--- src/rtl/lsu_pkg.sv ---
// Shared types, funct3 codes and request legality helpers
// for the load/store unit.
package lsu_pkg;

    typedef enum logic [2:0] {
        S_IDLE,
        S_LOAD,
        S_STORE,
        S_RMW_RD,
        S_RMW_WR,
        S_ERR
    } lsu_state_t;

    localparam logic [2:0] F3_B  = 3'b000;
    localparam logic [2:0] F3_H  = 3'b001;
    localparam logic [2:0] F3_W  = 3'b010;
    localparam logic [2:0] F3_BU = 3'b100;
    localparam logic [2:0] F3_HU = 3'b101;

    // Stores have no unsigned forms; loads accept all five codes.
    function automatic logic legal_funct3(
        input logic       write,
        input logic [2:0] funct3
    );
        logic sized;
        sized = (funct3 == F3_B) || (funct3 == F3_H) || (funct3 == F3_W);
        if (write) begin
            return sized;
        end
        return sized || (funct3 == F3_BU) || (funct3 == F3_HU);
    endfunction

    // Size lives in funct3[1:0]; halfwords need even, words need
    // 4-byte aligned addresses.
    function automatic logic misaligned(
        input logic [2:0] funct3,
        input logic [1:0] addr_lo
    );
        logic bad;
        bad = 1'b0;
        if (funct3[1:0] == 2'b01) begin
            bad = addr_lo[0];
        end else if (funct3[1:0] == 2'b10) begin
            bad = (addr_lo != 2'b00);
        end
        return bad;
    endfunction

endpackage

--- src/rtl/load_store_unit_lane.sv ---
// Byte/halfword lane logic: load extract/extend and store merge
// share one lane shift so both paths see the same lane position.
module lsu_lane
    import lsu_pkg::*;
(
    input  logic [2:0]  funct3,
    input  logic [1:0]  offset,
    input  logic [31:0] word,
    input  logic [31:0] store_data,
    output logic [31:0] load_data,
    output logic [31:0] merged
);

    logic [4:0]  shamt;
    logic [31:0] lane;
    logic [31:0] mask;

    // Lane position: byte uses both offset bits, halfword only bit 1.
    always_comb begin
        shamt = 5'd0;
        mask  = 32'hFFFF_FFFF;
        case (funct3[1:0])
            2'b00: begin
                shamt = {offset, 3'b000};
                mask  = 32'h0000_00FF << shamt;
            end
            2'b01: begin
                shamt = {offset[1], 4'b0000};
                mask  = 32'h0000_FFFF << shamt;
            end
            default: begin
                shamt = 5'd0;
                mask  = 32'hFFFF_FFFF;
            end
        endcase
    end

    assign lane = word >> shamt;

    // Load path: pick the lane and sign- or zero-extend it.
    always_comb begin
        load_data = 32'd0;
        case (funct3)
            F3_B:    load_data = {{24{lane[7]}}, lane[7:0]};
            F3_H:    load_data = {{16{lane[15]}}, lane[15:0]};
            F3_W:    load_data = lane;
            F3_BU:   load_data = {24'd0, lane[7:0]};
            F3_HU:   load_data = {16'd0, lane[15:0]};
            default: load_data = 32'd0;
        endcase
    end

    // Store path: replace only the addressed lane of the old word.
    always_comb begin
        merged = (word & ~mask) | ((store_data << shamt) & mask);
    end

endmodule

--- src/rtl/load_store_unit.sv ---
// Load/store unit: accepts one request at a time and drives a
// word-wide data memory, doing sub-word stores as read-modify-write.
module load_store_unit
    import lsu_pkg::*;
#(
    parameter int unsigned MEM_WORDS = 1024
) (
    input  logic        clk,
    input  logic        reset,
    input  logic        req_valid,
    output logic        req_ready,
    input  logic        req_write,
    input  logic [2:0]  req_funct3,
    input  logic [31:0] req_addr,
    input  logic [31:0] req_wdata,
    output logic        resp_valid,
    output logic        resp_err,
    output logic [31:0] resp_rdata,
    output logic        mem_read,
    output logic        mem_write,
    output logic [31:0] mem_addr,
    output logic [31:0] mem_wdata,
    input  logic [31:0] mem_rdata
);

    lsu_state_t  state;
    lsu_state_t  state_next;
    logic        accept;
    logic        req_bad;
    logic        out_of_range;
    logic [2:0]  r_funct3;
    logic [31:0] r_addr;
    logic [31:0] r_wdata;
    logic [31:0] merge_q;
    logic [31:0] lane_word;
    logic [31:0] load_data;
    logic [31:0] merged;

    assign accept = req_valid && req_ready;

    assign out_of_range = {2'b00, req_addr[31:2]} >= MEM_WORDS;

    assign req_bad = !legal_funct3(req_write, req_funct3)
                   || misaligned(req_funct3, req_addr[1:0])
                   || out_of_range;

    // State register.
    always_ff @(posedge clk or posedge reset) begin
        if (reset) begin
            state <= S_IDLE;
        end else begin
            state <= state_next;
        end
    end

    // Next-state decode; the request is only examined in IDLE.
    always_comb begin
        state_next = state;
        unique case (state)
            S_IDLE: begin
                if (req_valid) begin
                    if (req_bad) begin
                        state_next = S_ERR;
                    end else if (!req_write) begin
                        state_next = S_LOAD;
                    end else if (req_funct3 == F3_W) begin
                        state_next = S_STORE;
                    end else begin
                        state_next = S_RMW_RD;
                    end
                end
            end
            S_RMW_RD: state_next = S_RMW_WR;
            S_LOAD:   state_next = S_IDLE;
            S_STORE:  state_next = S_IDLE;
            S_RMW_WR: state_next = S_IDLE;
            S_ERR:    state_next = S_IDLE;
            default:  state_next = S_IDLE;
        endcase
    end

    // Memory strobes and write data come from the registered state only.
    always_comb begin
        req_ready = 1'b0;
        mem_read  = 1'b0;
        mem_write = 1'b0;
        mem_wdata = 32'd0;
        unique case (state)
            S_IDLE:   req_ready = 1'b1;
            S_LOAD:   mem_read = 1'b1;
            S_RMW_RD: mem_read = 1'b1;
            S_STORE: begin
                mem_write = 1'b1;
                mem_wdata = r_wdata;
            end
            S_RMW_WR: begin
                mem_write = 1'b1;
                mem_wdata = merged;
            end
            S_ERR:    req_ready = 1'b0;
            default:  req_ready = 1'b0;
        endcase
    end

    assign mem_addr = {2'b00, r_addr[31:2]};

    // Request capture on acceptance.
    always_ff @(posedge clk or posedge reset) begin
        if (reset) begin
            r_funct3 <= 3'd0;
            r_addr   <= 32'd0;
            r_wdata  <= 32'd0;
        end else if (accept) begin
            r_funct3 <= req_funct3;
            r_addr   <= req_addr;
            r_wdata  <= req_wdata;
        end
    end

    // Old word for the merge, sampled only at the edge closing RMW_RD.
    always_ff @(posedge clk or posedge reset) begin
        if (reset) begin
            merge_q <= 32'd0;
        end else if (state == S_RMW_RD) begin
            merge_q <= mem_rdata;
        end
    end

    // mem_rdata is only looked at during LOAD; the merge word otherwise.
    assign lane_word = (state == S_LOAD) ? mem_rdata : merge_q;

    lsu_lane u_lane (
        .funct3     (r_funct3),
        .offset     (r_addr[1:0]),
        .word       (lane_word),
        .store_data (r_wdata),
        .load_data  (load_data),
        .merged     (merged)
    );

    // Response pulse in the cycle after the final access or error state.
    always_ff @(posedge clk or posedge reset) begin
        if (reset) begin
            resp_valid <= 1'b0;
            resp_err   <= 1'b0;
            resp_rdata <= 32'd0;
        end else begin
            resp_valid <= (state == S_LOAD) || (state == S_STORE)
                       || (state == S_RMW_WR) || (state == S_ERR);
            resp_err   <= (state == S_ERR);
            resp_rdata <= (state == S_LOAD) ? load_data : 32'd0;
        end
    end

endmodule

--- config.mk ---
export PLATFORM = sky130hd
export DESIGN_NAME = load_store_unit
export DESIGN_NICKNAME = d
export VERILOG_FILES = /design/src/rtl/lsu_pkg.sv /design/src/rtl/load_store_unit_lane.sv /design/src/rtl/load_store_unit.sv
export SDC_FILE = /design/constraint.sdc
export NUM_CORES = 1
export LEC_CHECK = 0
export CAP_MARGIN = 20
export CORE_MARGIN = 3
export CORE_UTILIZATION = 48
export DETAILED_ROUTE_END_ITERATION = 7
export GPL_ROUTABILITY_DRIVEN = 1
export PLACE_DENSITY = 0.81
export SYNTH_ARGS = -nofsm -noshare
export SYNTH_HDL_FRONTEND = slang
export SYNTH_SLANG_ARGS = --single-unit
--- constraint.sdc ---
create_clock -name clk -period 5.29 [get_ports clk]
set_input_delay 1.058 -clock clk [delete_from_list [all_inputs] [get_ports clk]]
set_output_delay 1.058 -clock clk [all_outputs]
set_load 0.05 [all_outputs]
==> results.sh <==
export IMPL_cp_end_kind="primary output"
export IMPL_grt_max_degree=112
export IMPL_clk_pin_slew_ps=60
export IMPL_power_w=0.00626
export IMPL_track_usage_pct=26.2
export IMPL_routabilityCongestion=0.913
export IMPL_worst_path_max_fanout=16
export IMPL_ctsHoldBuffers=0
export IMPL_vias=6252
export IMPL_synthArstFlopShare_pct=100
export IMPL_synth_compound_area_share_pct=13.8
export IMPL_initial_core_util_pct=49.7
export IMPL_drc=0
export IMPL_reg2reg_slack_ps=2560
export IMPL_clockBufferDepth=2
export IMPL_powerDensity_nw_per_um2=653
export IMPL_min_from="r_wdata[31]"
export IMPL_topRoutingLayerUsed="met4"
export IMPL_setup_viol=0
export IMPL_whs_endpoint="r_wdata[31]"
export IMPL_path_delay_family="buffers and inverters"
export IMPL_max_vdd_ir_drop_uv=412
export IMPL_synthFlopType="dfrtp_1"
export IMPL_root_buffer="clkbuf_16"
export IMPL_synth_top_cell_area_share_pct=48.8
export IMPL_htreeDepth=4
export IMPL_fp_dieW_um=127
export IMPL_slowest_stage="clkdlybuf4s50_1"
export IMPL_yosysSeqAreaShare_pct=48.8
export IMPL_max_cap_violations=0
export IMPL_cts_tree="yes"
export IMPL_crit_buf_inv=2
export IMPL_whs_path_depth=2
export IMPL_finalHoldViolCount=0
export IMPL_outcome="complete, no violations"
export IMPL_syn_avg_cell_area_um2=9.09
export IMPL_cp_startpoint="state[0]"
export IMPL_post_cts_resized=0
export IMPL_synthCells=768
export IMPL_worstReg2RegStart="state[0]"
export IMPL_clk_latency_ps=430
export IMPL_synthesis_area_um2=6980
export IMPL_fmax_ghz=0.218
export IMPL_cp_required_ps=4230
export IMPL_drt_pre_antenna_iters=5
export IMPL_synthAdderAreaFrac_pct=0
export IMPL_slowest_delay_ps=700
export IMPL_synth_cell_types=54
export IMPL_nFillCells=1115
export IMPL_crit_chain="nor3b_4, buf_4, mux2i_1, o22ai_1, a22o_1, clkdlybuf4s50_1"
export IMPL_wl_met2_mm=9.35
export IMPL_final_net_count=1034
export IMPL_r2r_end="resp_rdata[26]"
export IMPL_fin_skew_ps=8.59
export IMPL_start_kind="flip-flop"
export IMPL_dr_first_iter_drc_count=552
export IMPL_synth_edf_count=0
export IMPL_grt_pass1_wl_mm=32.7
export IMPL_grt_pass1_vias=6102
export IMPL_yosys_warnings=0
export IMPL_synth_common_cells="nand2_1, dfrtp_1, nor2_1"
export IMPL_wl_per_cell_um=18.5
export IMPL_die_y_um=127
export IMPL_design_portCount=204
export IMPL_multi_input_area_um2=3130
export IMPL_synthSimpleGateAreaFrac_pct=20.4
export IMPL_dp_hpwl_mm=15.2
export IMPL_portBuffers=201
export IMPL_min_path_type="reg2reg"
export IMPL_rsz0062_at_grt="no"
export IMPL_core_um2=14000
export IMPL_overflow=0
export IMPL_via_per_inst=5.56
export IMPL_grt_antenna_before_repair=0
export IMPL_wl_met1_mm=8.67
export IMPL_met3_length_mm=2.03
export IMPL_slew_headroom_pct=52.0
export IMPL_cts_buffers=17
export IMPL_synth_most_common_cell="nand2_1"
export IMPL_layout_drive_gt1_share_pct=11.4
export IMPL_worstMarginPinSlew_ps=717
export IMPL_reg2reg_depth=7
export IMPL_seqCellArea_um2=3400
export IMPL_ant_nets=0
export IMPL_die_area_um2=16000
export IMPL_row_count=43
export IMPL_synthTopCellsByArea="dfrtp_1, nand2_1, mux2i_1"
export IMPL_cts_setup_buffers=0
export IMPL_setup_tns_final_ps=0
export IMPL_synth_xor_area_share_pct=0
export IMPL_power_leakage_nw=4.34
export IMPL_synth_top_family_by_area="simple AND/OR/NAND/NOR gates"
export IMPL_antenna_cells=0
export IMPL_syn_to_final_growth_pct=37.3
export IMPL_finalWorstPathRequiredPeriod_ps=4600
export IMPL_critPathKind="reg2out"
export IMPL_ys_ff_latch=136
export IMPL_drv_slew=0
export IMPL_synth_area_mux_share_pct=10.3
export IMPL_cts_sinks=136
export IMPL_yosysTopAreaCell="dfrtp_1"
export IMPL_arrival_ps=3540
export IMPL_wirelength_mm=20.8
export IMPL_period_share_pct=86.9
==> tightest hold or removal path: cells and delay by family (launching register included) <==
family	cells	cell delay, ps
flip-flops	1	340
AND/OR/NAND/NOR	2	100
==> state kept, by name, summed over array words and instances (netlist names) <==
name / flops
state: 3
resp_valid: 1
r_funct3: 3
resp_rdata: 32
resp_err: 1
merge_q: 32
r_wdata: 32
r_addr: 32
==> layout by cell type (no fill, tap or decap), drive strengths merged, types with 8 or more instances in the layout <==
master         instances
dfrtp                136
a22o                  13
mux2                  32
clkdlybuf4s50        201
nor2                  47
nand2                247
a21oi                 49
buf                   18
mux2i                 36
clkbuf                19
and2                  10
o21ai                 32
nand3                  8
==> cells by family after synthesis <==
| group | after synthesis |
|---|---|
| flip-flops | 136 |
| AO/OA/AOI/OAI | 142 |
| AND/OR/NAND/NOR | 341 |
| multiplexers | 68 |
| other | 1 |
| buffers and inverters | 80 |
==> power breakdown <==
part           internal, W  switching [W]  total, W
Sequential         0.00136       0.000308   0.00167
Clock             0.000806       0.000461   0.00127
Combinational      0.00112        0.00220   0.00332
==> per-layer routing <==
| layer | up-vias | global-route usage [%] |
|---|---|---|
| met1 | 2932 | 34.6 |
| li1 | 2918 | - |
| met5 | - | 0 |
| met3 | 52 | 7.71 |
| met2 | 350 | 40.4 |
| met4 | 0 | 11.3 |
==> worst max path at each step <==
| stage | slack, ps | end | cells after the start |
|---|---|---|---|
| after floorplan | 590 | merge_q[0] | 1 |
| after global placement | 1140 | mem_wdata[30] | 5 |
| after detailed placement | 1130 | mem_wdata[30] | 5 |
| after CTS | 690 | mem_wdata[27] | 6 |
| after global routing | 520 | mem_wdata[27] | 6 |
| final | 690 | mem_wdata[27] | 6 |
==> layout make-up <==
type / instances / area share, %
flip-flops and latches: 136 / 35.5
multi-input cells: 553 / 32.7
repair buffers: 219 / 22.6
clock buffers: 19 / 4.62
well taps: 180 / 2.35
clock inverters: 13 / 2.01
inverters: 4 / 0.209
==> metrics by stage <==
stage | utilization [%] | hold slack, ps | instances | area [µm²] | setup slack (ps)
6_report | 68.2 | 471 | 1124 | 9580 | 695
3_5_place_dp | 63.5 | 462 | 1091 | 8920 | 1130
3_3_place_gp | 63.5 | 457 | 1091 | 8920 | 1140
4_1_cts | 68.0 | 476 | 1123 | 9550 | 692
5_1_grt | 68.2 | 491 | 1124 | 9580 | 523
2_1_floorplan | - | 446 | 769 | 6980 | 593
(Power assumes the default switching activity.)
